### config.mk
export PLATFORM = sky130hd
export DESIGN_NAME = uart_tx
export DESIGN_NICKNAME = d
export VERILOG_FILES = /design/src/rtl/uart_tx.sv
export SDC_FILE = /design/constraint.sdc
export NUM_CORES = 1
export LEC_CHECK = 0
export CORE_MARGIN = 4
export CORE_UTILIZATION = 30
export DETAILED_ROUTE_END_ITERATION = 8
export RECOVER_POWER = 25
export SLEW_MARGIN = 25
export SYNTH_ARGS = -nofsm -noshare
export SYNTH_HDL_FRONTEND = slang
export SYNTH_SLANG_ARGS = --single-unit
### constraint.sdc
create_clock -name i_clk -period 1.58 [get_ports i_clk]
set_input_delay 0.237 -clock i_clk [delete_from_list [all_inputs] [get_ports i_clk]]
set_output_delay 0.237 -clock i_clk [all_outputs]
set_load 0.02 [all_outputs]
### src/rtl/uart_tx.sv
// Buffered 8N1 UART transmitter (LSB first, idle-high line) behind a small byte FIFO.
// Latency: byte accepted in cycle N is popped in N+1, start bit on o_tx from N+2; frame = 10 (11 with parity) bit periods.
// Backpressure: o_wready = !full from registered pointers only; writes stall while the FIFO holds FIFO_DEPTH bytes.
// Optional even-parity bit between data and stop: define UART_TX_PARITY_EN.
module uart_tx #(
  parameter int CLKS_PER_BIT = 250,
  parameter int FIFO_DEPTH   = 4
) (
  input  logic                          i_clk,
  input  logic                          i_rst,
  input  logic [7:0]                    i_wdata,
  input  logic                          i_wvalid,
  output logic                          o_wready,
  output logic                          o_tx,
  output logic                          o_busy,
  output logic [$clog2(FIFO_DEPTH):0]   o_level
);

  localparam int AW = $clog2(FIFO_DEPTH);
  localparam int CW = (CLKS_PER_BIT > 1) ? $clog2(CLKS_PER_BIT) : 1;
  localparam logic [CW-1:0] BAUD_LAST = CW'(CLKS_PER_BIT - 1);

  typedef enum logic [2:0] {
    S_IDLE,
    S_START,
    S_DATA,
`ifdef UART_TX_PARITY_EN
    S_PARITY,
`endif
    S_STOP
  } state_t;

  // FIFO storage; pointers carry one extra wrap bit to tell full from empty
  logic [7:0]  mem_q [FIFO_DEPTH];
  logic [AW:0] wr_ptr_q;
  logic [AW:0] rd_ptr_q;
  logic        fifo_empty;
  logic        fifo_full;
  logic        push;
  logic        pop;
  logic [7:0]  head_dat;

  // Transmit state
  state_t      state_q;
  logic [CW-1:0] baud_q;
  logic [2:0]  bit_idx_q;
  logic [7:0]  shift_q;
  logic        tx_q;
`ifdef UART_TX_PARITY_EN
  logic        par_q;
`endif

  assign fifo_empty = (wr_ptr_q == rd_ptr_q);
  assign fifo_full  = (wr_ptr_q[AW] != rd_ptr_q[AW]) &&
                      (wr_ptr_q[AW-1:0] == rd_ptr_q[AW-1:0]);
  assign push       = i_wvalid && !fifo_full;
  assign head_dat   = mem_q[rd_ptr_q[AW-1:0]];

  assign o_wready = !fifo_full;
  assign o_level  = wr_ptr_q - rd_ptr_q;
  assign o_busy   = !fifo_empty || (state_q != S_IDLE);
  assign o_tx     = tx_q;

  // Pop the head when idle, or at the last stop-bit cycle so frames run back to back
  always_comb begin
    pop = 1'b0;
    if (!fifo_empty) begin
      if (state_q == S_IDLE) begin
        pop = 1'b1;
      end else if ((state_q == S_STOP) && (baud_q == BAUD_LAST)) begin
        pop = 1'b1;
      end
    end
  end

  // FIFO pointer and storage update; simultaneous push and pop keep the level unchanged
  always_ff @(posedge i_clk) begin
    if (i_rst) begin
      wr_ptr_q <= '0;
      rd_ptr_q <= '0;
    end else begin
      if (push) begin
        mem_q[wr_ptr_q[AW-1:0]] <= i_wdata;
        wr_ptr_q                <= wr_ptr_q + 1'b1;
      end
      if (pop) begin
        rd_ptr_q <= rd_ptr_q + 1'b1;
      end
    end
  end

  // Framing FSM with registered line output; every state change restarts the baud count
  always_ff @(posedge i_clk) begin
    if (i_rst) begin
      state_q   <= S_IDLE;
      baud_q    <= '0;
      bit_idx_q <= '0;
      shift_q   <= '0;
      tx_q      <= 1'b1;
`ifdef UART_TX_PARITY_EN
      par_q     <= 1'b0;
`endif
    end else begin
      case (state_q)
        S_IDLE: begin
          baud_q    <= '0;
          bit_idx_q <= '0;
          if (pop) begin
            shift_q <= head_dat;
`ifdef UART_TX_PARITY_EN
            par_q   <= ^head_dat;
`endif
            tx_q    <= 1'b0;
            state_q <= S_START;
          end else begin
            tx_q    <= 1'b1;
          end
        end

        S_START: begin
          if (baud_q == BAUD_LAST) begin
            baud_q    <= '0;
            bit_idx_q <= '0;
            tx_q      <= shift_q[0];
            state_q   <= S_DATA;
          end else begin
            baud_q    <= baud_q + 1'b1;
          end
        end

        S_DATA: begin
          if (baud_q == BAUD_LAST) begin
            baud_q <= '0;
            if (bit_idx_q == 3'd7) begin
`ifdef UART_TX_PARITY_EN
              tx_q    <= par_q;
              state_q <= S_PARITY;
`else
              tx_q    <= 1'b1;
              state_q <= S_STOP;
`endif
            end else begin
              bit_idx_q <= bit_idx_q + 1'b1;
              shift_q   <= {1'b0, shift_q[7:1]};
              tx_q      <= shift_q[1];
            end
          end else begin
            baud_q <= baud_q + 1'b1;
          end
        end

`ifdef UART_TX_PARITY_EN
        S_PARITY: begin
          if (baud_q == BAUD_LAST) begin
            baud_q  <= '0;
            tx_q    <= 1'b1;
            state_q <= S_STOP;
          end else begin
            baud_q  <= baud_q + 1'b1;
          end
        end
`endif

        S_STOP: begin
          if (baud_q == BAUD_LAST) begin
            baud_q    <= '0;
            bit_idx_q <= '0;
            if (pop) begin
              shift_q <= head_dat;
`ifdef UART_TX_PARITY_EN
              par_q   <= ^head_dat;
`endif
              tx_q    <= 1'b0;
              state_q <= S_START;
            end else begin
              tx_q    <= 1'b1;
              state_q <= S_IDLE;
            end
          end else begin
            baud_q <= baud_q + 1'b1;
          end
        end

        default: begin
          baud_q    <= '0;
          bit_idx_q <= '0;
          tx_q      <= 1'b1;
          state_q   <= S_IDLE;
        end
      endcase
    end
  end

endmodule

==> tab_implementation.tex <==
\begin{tabular}{lr}
\hline
Metric & Value \\
\hline
\multicolumn{2}{l}{\textbf{Worst setup path}} \\
\quad Startpoint type of the worst setup path & flip-flop \\
\quad Cell with the biggest individual delay on the critical path & sky130\_fd\_sc\_hd\_\_fa\_2 \\
\quad Family of cells with the greatest summed delay on the critical path & adder cells \\
\quad CP arrival & 1550 ps \\
\quad Critical path class & flip-flop to output pin \\
\quad Critical Path End Type & output pin \\
\quad Required time reported for the critical path endpoint & 1340 ps \\
\quad Max FO, Critical Path & 2 \\
\quad Critical-path cell list & inv\_4 -> ha\_4 -> fa\_2 -> inv\_2 -> buf\_6 \\
\quad Count of buffering cells on the critical path with inverters included & 3 \\
\quad Largest stage delay on the critical path & 520 ps \\
\multicolumn{2}{l}{\textbf{GRT}} \\
\quad GR Util All Layers & 11.3\% \\
\quad Remaining Overflow, GRT & 0 \\
\quad First-pass GRT wire length & 9760 um \\
\quad Pin count of the biggest net entering global routing & 13 \\
\quad Number of antenna violations at the first check in global routing & 0 \\
\quad Via count of the first global-routing pass & 2045 \\
\multicolumn{2}{l}{\textbf{Finish}} \\
\quad Area of all placed cells without fillers & 4010 um\^{}2 \\
\quad Footprint of the flip-flops and latches & 1580 um\^{}2 \\
\quad Area growth from synthesis to layout & 43.7\% \\
\quad Antenna Cells & 0 \\
\quad \# nets final & 313 \\
\quad Multi-input gate area & 1510 um\^{}2 \\
\quad Fraction of final layout cells sized beyond drive strength 1 & 51.0\% \\
\quad Count of filler cells inserted in the layout & 799 \\
\quad Post-route core utilization & 45.1\% \\
\multicolumn{2}{l}{\textbf{Timing}} \\
\quad Unrepaired setup endpoints after global routing & true \\
\quad Setup-violating endpoint count in the final report & 49 \\
\quad Fin Clk Skew & 9.36 ps \\
\quad Hold violation count in the final report & 0 \\
\quad Achievable clock frequency & 560 MHz \\
\quad Transition time at the pin with the least slew margin & 301 ps \\
\quad Max-slew headroom at the worst pin & 79.4\% \\
\quad Final worst slack & -206 ps \\
\quad Period utilization & 113\% \\
\quad Pins over their slew limit & 0 \\
\quad Final critical delay including setup and external delays & 1790 ps \\
\multicolumn{2}{l}{\textbf{Clocking}} \\
\quad TritonCTS clock tree & yes \\
\quad Buffer cell driving the clock tree root & sky130\_fd\_sc\_hd\_\_clkbuf\_8 \\
\quad Reg clk slew, reported paths & 80 ps \\
\quad Clock sinks & 62 \\
\quad CTS H-Tree Depth & 3 \\
\quad Number of CTS-inserted buffers & 9 \\
\quad Hold buffers post-CTS & 0 \\
\quad Worst skew pair latency & 340 ps \\
\quad Clock Tree Buf Depth & 2 \\
\multicolumn{2}{l}{\textbf{Place}} \\
\quad Port-buffer cells & 16 \\
\quad RePlAce Congestion & 0.753 \\
\quad Final HPWL DP & 3680 um \\
\quad Post-place instance area & 3390 um\^{}2 \\
\multicolumn{2}{l}{\textbf{Logic synthesis}} \\
\quad Cell count after synthesis & 219 \\
\quad Multiplexer share of the synthesized area & 10.0\% \\
\quad Combinational family with the most area after synthesis & simple AND/OR/NAND/NOR gates \\
\quad Compound-cell area share of the yosys netlist & 7.67\% \\
\quad Flops \& latches, synth & 62 \\
\quad Number of distinct library cells after synthesis & 37 \\
\quad Area share of fa/ha/maj cells after synthesis & 7.90\% \\
\quad Xor/xnor share of the synthesized area & 4.04\% \\
\quad Synth top cells by count & 32 x sky130\_fd\_sc\_hd\_\_edfxtp\_1, 30 x sky130\_fd\_sc\_hd\_\_dfxtp\_1, 25 x sky130\_fd\_sc\_hd\_\_nor2\_1 \\
\quad Top post-synthesis cells by area & sky130\_fd\_sc\_hd\_\_edfxtp\_1 34\%, sky130\_fd\_sc\_hd\_\_dfxtp\_1 22\%, sky130\_fd\_sc\_hd\_\_ha\_1 7.2\% \\
\quad Simple logic cell fraction of the synthesized area & 11.4\% \\
\quad Net count after synthesis & 247 \\
\quad Share of the yosys chip area belonging to registers & 56.0\% \\
\quad Post-synth top area cell & sky130\_fd\_sc\_hd\_\_edfxtp\_1 \\
\quad Share of synthesized registers carrying an async set or reset & 0\% \\
\quad Number of enable-type register cells in the synthesized netlist & 32 \\
\quad Syn Std Cell Area & 2790 um\^{}2 \\
\quad Total of warnings raised by yosys & 0 \\
\quad Fraction of synthesized cell area taken by the top area cell type & 34.5\% \\
\quad Most frequent cell after synthesis & sky130\_fd\_sc\_hd\_\_edfxtp\_1 \\
\quad Synth Flop Type & sky130\_fd\_sc\_hd\_\_edfxtp\_1 \\
\quad Avg Cell Area, Syn & 12.7 um\^{}2 \\
\multicolumn{2}{l}{\textbf{Drt}} \\
\quad Routed Wire Length & 5940 um \\
\quad Detailed-route wire length per cell & 14.9 um \\
\quad DRC Markers & 0 \\
\quad First-pass detailed-route iteration total & 4 \\
\quad ANT nets after route & 0 \\
\quad Routed vias/inst & 4.76 \\
\quad Starting DRC count in detailed routing & 74 \\
\quad Vias & 1895 \\
\multicolumn{2}{l}{\textbf{Worst hold path}} \\
\quad Class of the tightest hold or removal check & flip-flop to flip-flop \\
\multicolumn{2}{l}{\textbf{Run}} \\
\quad MaxCap Viol Count & 0 \\
\multicolumn{2}{l}{\textbf{Die}} \\
\quad Die width & 104 um \\
\quad Vertical extent of the die & 104 um \\
\quad Die footprint & 10900 um\^{}2 \\
\quad Number of top-level pins & 17 \\
\quad Effective utilization at floorplan & 31.4\% \\
\quad Row count & 34 \\
\quad Core Region & 8890 um\^{}2 \\
\multicolumn{2}{l}{\textbf{Outcome}} \\
\quad Violations in the final reports & setup timing \\
\quad Result of the run & complete, but fails checks \\
\multicolumn{2}{l}{\textbf{Power and ir drop}} \\
\quad Peak ir drop on the vdd network & 0.651 mV \\
\quad PD cells & 1610 nW/um\^{}2 \\
\quad Leakage Power & 1.47 nW \\
\hline
\end{tabular}
==> registers in the layout, indices dropped and copies added, names as in the netlist, named ones only <==
signal / count
wr_ptr_q: 3
mem_q: 32
baud_q: 8
rd_ptr_q: 3
shift_q: 8
o_tx: 1
state_q: 2
bit_idx_q: 3
==> placed cells by master (no fill, tap or decap), drive strengths merged, types with 8 or more instances in the layout <==
cell type and instances:
mux4 8, nor2b 8, mux2i 10, ha 16, o21ai 10, inv 11
dfxtp 30, clkbuf 9, nor2 25, xnor2 8, edfxtp 32, buf 53
==> stage by stage <==
step | hold slack (ps) | worst slack [ps] | setup TNS, ps | total power, mW | cells
floorplan | 336 | -95.1 | -2480 | 3.42 | 219
global placement | 470 | -316 | -3400 | 4.16 | 371
detailed placement | 470 | -321 | -4340 | 4.19 | 371
CTS | 482 | -233 | -1960 | 6.06 | 398
global route | 509 | -269 | -7780 | 6.86 | 398
finish | 486 | -206 | -2630 | 6.46 | 398
==> where the power goes <==
part | internal (mW) | switching, mW
combinational | 1.49 | 1.54
clock | 0.733 | 0.649
sequential | 1.90 | 0.140
==> cells by family after synthesis <==
kind of cell	after synthesis
AO/OA/AOI/OAI	30
XOR/XNOR	12
adder cells (fa/ha/maj)	17
buffers and inverters	19
flip-flops	62
multiplexers	18
AND/OR/NAND/NOR	61
==> per-layer routing <==
metal | part of all wire (%) | vias up | track usage, % | wire length, um
met5 | 0 | - | 0 | 0
met4 | 1.5 | 0 | 4.75 | 89
met3 | 3.3 | 7 | 3.85 | 195
met2 | 52 | 28 | 18.7 | 3110
met1 | 43 | 926 | 13.2 | 2550
li1 | - | 934 | - | -
==> area by class of cell <==
cell class              instances  area share [%]
clock buffers                   9            3.09
clock inverters                 7            1.84
inverters                      10            1.06
multi-input cells             138            37.7
flip-flops and latches         62            39.3
well taps                     108            3.37
repair buffers                 64            13.5
==> path summary, 6_finish.rpt <==
kind	from	cells past startpoint	end	slack, ps
hold reg to reg	shift_q[7]$_SDFFE_PP0P_	2	shift_q[7]$_SDFFE_PP0P_	490
setup reg to reg	baud_q[1]$_SDFF_PP0_	8	shift_q[7]$_SDFFE_PP0P_	-130
hold / removal	shift_q[7]$_SDFFE_PP0P_	2	shift_q[7]$_SDFFE_PP0P_	490
setup / recovery	wr_ptr_q[0]$_SDFFE_PP0N_	5	o_level[1]	-210
==> repair_timing <==
| action | 4_1_cts | 5_1_grt |
|---|---|---|
| gates cloned | 2 | 0 |
| setup buffers | 9 | 2 |
| endpoints found under the setup margin | 54 | 58 |
| resized for setup | 74 | 41 |
| pin swaps | 14 | 26 |
==> worst min-delay path: stages, from the launching register on <==
cell	delay, ps
sky130_fd_sc_hd__dfxtp_1	310
sky130_fd_sc_hd__o21ai_0	60
sky130_fd_sc_hd__a21oi_1	60
(Power assumes the default switching activity.)
